## config.mk

```make
export PLATFORM = sky130hd
export DESIGN_NAME = mem_arbiter
export DESIGN_NICKNAME = d
export VERILOG_FILES = /design/src/rtl/mem_arbiter.sv
export SDC_FILE = /design/constraint.sdc
export NUM_CORES = 1
export LEC_CHECK = 0
export ABC_AREA = 0
export CAP_MARGIN = 30
export CORE_MARGIN = 5
export CORE_UTILIZATION = 30
export DETAILED_ROUTE_END_ITERATION = 10
export GPL_ROUTABILITY_DRIVEN = 0
export PLACE_DENSITY = 0.77
export SKIP_CTS_REPAIR_TIMING = 1
export SLEW_MARGIN = 30
export SYNTH_ARGS = -nofsm -noshare
export SYNTH_HDL_FRONTEND = slang
export SYNTH_SLANG_ARGS = --single-unit
export TNS_END_PERCENT = 50
```

## constraint.sdc

```tcl
create_clock -name clk -period 1.9 [get_ports clk]
set_clock_uncertainty 0.15 [all_clocks]
set_input_delay 0.285 -clock clk [delete_from_list [all_inputs] [get_ports clk]]
set_output_delay 0.285 -clock clk [all_outputs]
set_load 0.01 [all_outputs]
```

## src/rtl/mem_arbiter.sv

```systemverilog
// mem_arbiter: shares one single-port synchronous memory between an
// instruction-fetch port and a load/store port. Data accesses win by
// default; a starvation counter hands the memory to the fetch port after
// STARVE_MAX consecutive denied cycles. Reads return one cycle after grant.
module mem_arbiter #(
    parameter int unsigned STARVE_MAX = 8
) (
    input  logic        clk,
    input  logic        rst,
    input  logic        imem_req,
    input  logic [31:0] imem_addr,
    output logic        imem_gnt,
    output logic        imem_rvalid,
    output logic [31:0] imem_rdata,
    input  logic        dmem_req,
    input  logic        dmem_we,
    input  logic [31:0] dmem_addr,
    input  logic [31:0] dmem_wdata,
    input  logic [3:0]  dmem_wstrb,
    output logic        dmem_gnt,
    output logic        dmem_rvalid,
    output logic [31:0] dmem_rdata,
    output logic        mem_en,
    output logic [3:0]  mem_we,
    output logic [29:0] mem_addr,
    output logic [31:0] mem_wdata,
    input  logic [31:0] mem_rdata
);

    localparam int unsigned CNT_W = (STARVE_MAX < 1) ? 1 : $clog2(STARVE_MAX + 1);
    localparam logic [CNT_W-1:0] CNT_MAX = CNT_W'(STARVE_MAX);

    // Owner of the read whose data arrives on mem_rdata this cycle.
    typedef enum logic [1:0] {
        TAG_NONE,
        TAG_IMEM,
        TAG_DMEM
    } tag_e;

    logic [CNT_W-1:0] starve_q, starve_d;
    tag_e             tag_q, tag_d;
    logic [31:0]      imem_hold_q, imem_hold_d;
    logic [31:0]      dmem_hold_q, dmem_hold_d;
    logic             imem_starved;

    // Arbitration and steering of the granted request onto the memory port.
    always_comb begin
        imem_starved = imem_req && (starve_q == CNT_MAX);
        dmem_gnt     = rst && dmem_req && !imem_starved;
        imem_gnt     = rst && imem_req && !dmem_gnt;
        mem_en       = imem_gnt | dmem_gnt;
        mem_addr     = dmem_gnt ? dmem_addr[31:2] : imem_addr[31:2];
        mem_we       = (dmem_gnt && dmem_we) ? dmem_wstrb : 4'b0000;
        mem_wdata    = dmem_wdata;
    end

    // Read return: the tag selects who sees mem_rdata; a pending read is
    // dropped while reset is asserted.
    assign imem_rvalid = rst && (tag_q == TAG_IMEM);
    assign dmem_rvalid = rst && (tag_q == TAG_DMEM);
    assign imem_rdata  = imem_rvalid ? mem_rdata : imem_hold_q;
    assign dmem_rdata  = dmem_rvalid ? mem_rdata : dmem_hold_q;

    // Next state for the starvation counter, read tag and delivered-data holds.
    always_comb begin
        // NOTE: defaults first so every path assigns every signal and no latch is inferred.
        starve_d    = '0;
        tag_d       = TAG_NONE;
        imem_hold_d = imem_hold_q;
        dmem_hold_d = dmem_hold_q;

        if (imem_req && !imem_gnt) begin
            starve_d = (starve_q == CNT_MAX) ? starve_q : starve_q + CNT_W'(1);
        end

        if (imem_gnt) begin
            tag_d = TAG_IMEM;
        end else if (dmem_gnt && !dmem_we) begin
            tag_d = TAG_DMEM;
        end

        if (imem_rvalid) imem_hold_d = mem_rdata;
        if (dmem_rvalid) dmem_hold_d = mem_rdata;
    end

    // State registers with synchronous active-low reset.
    always_ff @(posedge clk) begin
        if (!rst) begin
            // NOTE: the data holds are reset because they are visible on the rdata ports.
            starve_q    <= '0;
            tag_q       <= TAG_NONE;
            imem_hold_q <= '0;
            dmem_hold_q <= '0;
        end else begin
            // NOTE: non-blocking so every register samples the pre-edge values.
            starve_q    <= starve_d;
            tag_q       <= tag_d;
            imem_hold_q <= imem_hold_d;
            dmem_hold_q <= dmem_hold_d;
        end
    end

endmodule

```

### Word level (Yosys, flattened, before mapping)

Index checks and enable logic that the tools add are counted.
W data, S select, Z words.

| operators by class | value |
|---|---|
| bitwise operators | 2 |
| reductions and logical operators | 16 |
| $add $sub $neg | 1 |
| mux-type cells | 6 |
| equal/unequal tests | 3 |

Operators by type and width:

| kind | number |
|---|---|
| $mux W32 | 2 |
| $mux W30 | 1 |
| $logic_and A1 B1 Y1 | 10 |
| $add A4 B1 Y4 const B | 1 |
| $eq A4 B4 Y1 const B | 1 |
| $logic_not A1 Y1 | 4 |
| $mux W4 | 1 |
| $eq A2 B1 Y1 const B | 1 |
| $eq A2 B2 Y1 const B | 1 |
| $mux W2 | 1 |
| $reduce_and A2 Y1 | 1 |
| $reduce_or A2 Y1 | 1 |
| $mux W1 | 1 |
| $not A1 Y1 | 1 |
| $or A1 B1 Y1 | 1 |

| word-level totals | value |
|---|---|
| logic and storage cells | 33 |
| bits in registers | 70 |
| input port bits | 137 |
| output and inout port bits | 135 |

### Logic depth before layout (Yosys ltp)

| depth | value |
|---|---|
| depth after elaboration | 9 |
| mapped depth | 7 |
| mapped depth without buffers | 5 |

### Worst setup path after synthesis

Ideal clock, no wire load.

| path | value |
|---|---|
| path type | register to output |
| start | reg starve_q[0] |
| end | out mem_addr[17] |
| path buffers | 2 |
| stages on the path, launching flop included | 8 |
| data required time | 1,465 ps |
| arrival | 1,470 ps |
| setup slack | -5 ps |
| cells stage by stage | dfxtp_1 inv_1 ha_1 nand2_1 o311a_1 buf_6 buf_6 mux2_4 |

| between the ends | value |
|---|---|
| word-level cells in the longest chain between the ends | 5 |

RTL lines:

| what | line | RTL |
|---|---|---|
| start, declared | 40 | `logic [CNT_W-1:0] starve_q, starve_d;` |
| start signal, assigned | 96 | `starve_q <= starve_d;` |
| $eq A4 B4 Y1 | 48 | `imem_starved = imem_req && (starve_q == CNT_MAX);` |
| $logic_and A1 B1 Y1 | 48 |  |
| $logic_not A1 Y1 | 49 | `dmem_gnt = rst && dmem_req && !imem_starved;` |
| $logic_and A1 B1 Y1 | 49 |  |
| $mux W30 | 52 | `mem_addr = dmem_gnt ? dmem_addr[31:2] : imem_addr[31:2];` |
| end, declared | 25 | `output logic [29:0] mem_addr,` |

Every way passes these cells.

### Worst setup path after layout

| path | value |
|---|---|
| start | reg starve_q[0] |
| end | out mem_addr[15] |

The elaborated chain is that of the path after synthesis.

==> qor.yml <==
p_total_mw: 3.73
critPathCaptureType: "output pin"
io_pins: 272
p_per_area_nw_per_um2: 637
yosys-top-cells-area: "dfxtp_1, mux2_2, and2_1"
r2r-start: "tag_q[1]$_SDFF_PP0_"
die_y_um: 117
portBuffers: 203
synth.top_cell.area_share_pct: 40.8
core_sq_um: 11300
antenna_found_initial: 0
finalMaxSlewViolations: 0
synth-simple-area-share_pct: 14.5
rows: 39
drcViolationCount: 0
synth_xor_area_share_pct: 0.255
critPathMaxFanout: 8
crit_path_start_kind: "register"
finalCriticalPeriod_ps: 2450
crit_path_start: "starve_q[0]$_SDFFE_PN0P_"
clk_latency_ps: 320
clk_pin_slew_ps: 50
max_freq_mhz: 409
critPathKind: "reg -> out"
grt.total_usage_pct: 15.3
syn_to_final_growth_pct: 70.4
synth_fp_nets: 447
yosysSeqAreaShare_pct: 40.8
min_from: "rst"
cts_buffers: 9
synth.area.mux_share_pct: 32.2
max_cap_viol_count: 0
grt_max_degree: 39
clkSinkCount: 70
hpwl_mm: 9.09
fin_nets: 654
worst_pin_slew_ps: 384
via_per_inst: 4.46
ir_drop_mv: 0.512
synth_area_sq_um: 3430
timing.final.ws_setup_ps: -546
grt_overflow_total: 0
grt_pass1_wl_mm: 15.9
fin_crit_sh_pct: 129
hold_class: "in -> reg"
synth_fa_ha_area_share_pct: 0.729
fin_setup_tns_ps: -25060
synth_compound_area_share_pct: 0.911
slew_headroom_pct: 74.4
cts.path.max_buffers: 2
cp_data_required_time_ps: 1460
synth_top_cell_by_area: "dfxtp_1"
htree_levels: 3
ys_warn_count: 0
leakagePower_nw: 2.87
drtAntennaViolNets: 0
grt_pass1_vias: 3109
wire_per_inst_um: 18.6
syn_inst: 308
drt-pass1-iter-count: 3
wirelength_mm: 12.3
grt_setup_unrepaired: "yes"
drive_gt1_share_pct: 48.6
avgSynthCellArea_sq_um: 11.1
synth_top_family_by_area: "multiplexers"
antenna_cells: 0
ys_seq_elements: 70
die_w_um: 117
start_util_pct: 30.3
cts_tree: "yes"
hold_viol_final: 0
ys_types: 23
first_iter_violations: 109
cts-root-buf: "clkbuf_16"
violations: "setup timing"
die-area_sq_um: 13700
status: "complete, but fails checks"
setup_viol: 100
num_vias: 2951
worstPathArrival_ps: 2010
logic make-up after synthesis:
family	count (synthesis)
compound gates	4
xor+xnor	1
fa+ha+maj	2
buf+inv	56
flops	70
mux	94
simple gates	81
power by group:
part | switching [mW] | total, mW | internal, mW
Combinational | 0.290 | 0.780 | 0.490
Clock | 0.562 | 1.43 | 0.872
Sequential | 0.00997 | 1.52 | 1.51
placed cells by master (no fill, tap or decap), types with 6 or more instances in the layout:
master,instances
and2_1,64
buf_4,26
buf_6,23
clkbuf_16,16
clkbuf_2,72
clkdlybuf4s50_1,105
dfxtp_1,66
dlymetal6s2s_1,6
mux2_2,67
mux2_4,27
layout make-up:
type                       instances  area (sq um)
fill                            1038          5470
timing repair buffer             246          2210
multi-input combinational        182          1790
sequential                        70          1410
clock buffer                      13           240
tap                              143           179
inverter                           6          22.5
clock inverter                     2          10.0
routing by layer:
layer / vias to the layer above / part of all wire, % / GRT usage [%]
met2: 149 / 55 / 28.4
met3: 14 / 9.7 / 6.89
met5: - / 0 / 0
met4: 0 / 1.3 / 6.19
met1: 1381 / 34 / 14.8
li1: 1407 / - / -
critical path, stage by stage, from the launching register on:
cell     delay (ps)
dfxtp_2         310
inv_1            80
ha_4            140
nand2_4          50
o311a_4         400
buf_12          160
buf_6           110
mux2_4          300
buf_6           120
final timing paths:
kind | endpoint | slack [ps] | cells after the start
worst max-delay path | mem_addr[15] | -550 | 8
worst min-delay path | imem_hold_q[3]$_SDFF_PN0_ | 200 | 3
worst max register to register | imem_hold_q[2]$_SDFF_PN0_ | 190 | 6
worst min register to register | starve_q[0]$_SDFFE_PN0P_ | 360 | 2
synth_stat cells (all sizes together):
master / number
nand2b: 1
clkbuf: 7
buf: 43
mux2: 94
ha: 2
inv: 6
nand2: 2
nand3b: 3
o311a: 1
xor2: 1
nor2b: 1
and3: 4
a21oi: 1
and2: 64
o2111ai: 1
o21a: 1
nand3: 1
nor2: 5
dfxtp: 70
metrics by stage:
stage | std cells | hold slack [ps] | instance area, sq um | worst slack [ps] | utilization [%]
2_1_floorplan | 308 | 207 | 3440 | 3.58 | -
3_3_place_gp | 622 | 336 | 5470 | -761 | 48.3
3_5_place_dp | 622 | 352 | 5470 | -770 | 48.3
4_1_cts | 637 | 183 | 5720 | -827 | 50.6
5_1_grt | 662 | 218 | 5850 | -604 | 51.7
6_report | 662 | 205 | 5850 | -546 | 51.7
flip-flops by register name, summed over array words and instances, names as in the netlist:
| register | cells |
|---|---|
| dmem_hold_q | 32 |
| imem_hold_q | 32 |
| starve_q | 4 |
| tag_q | 2 |
Power figures use the tool's default switching activity.
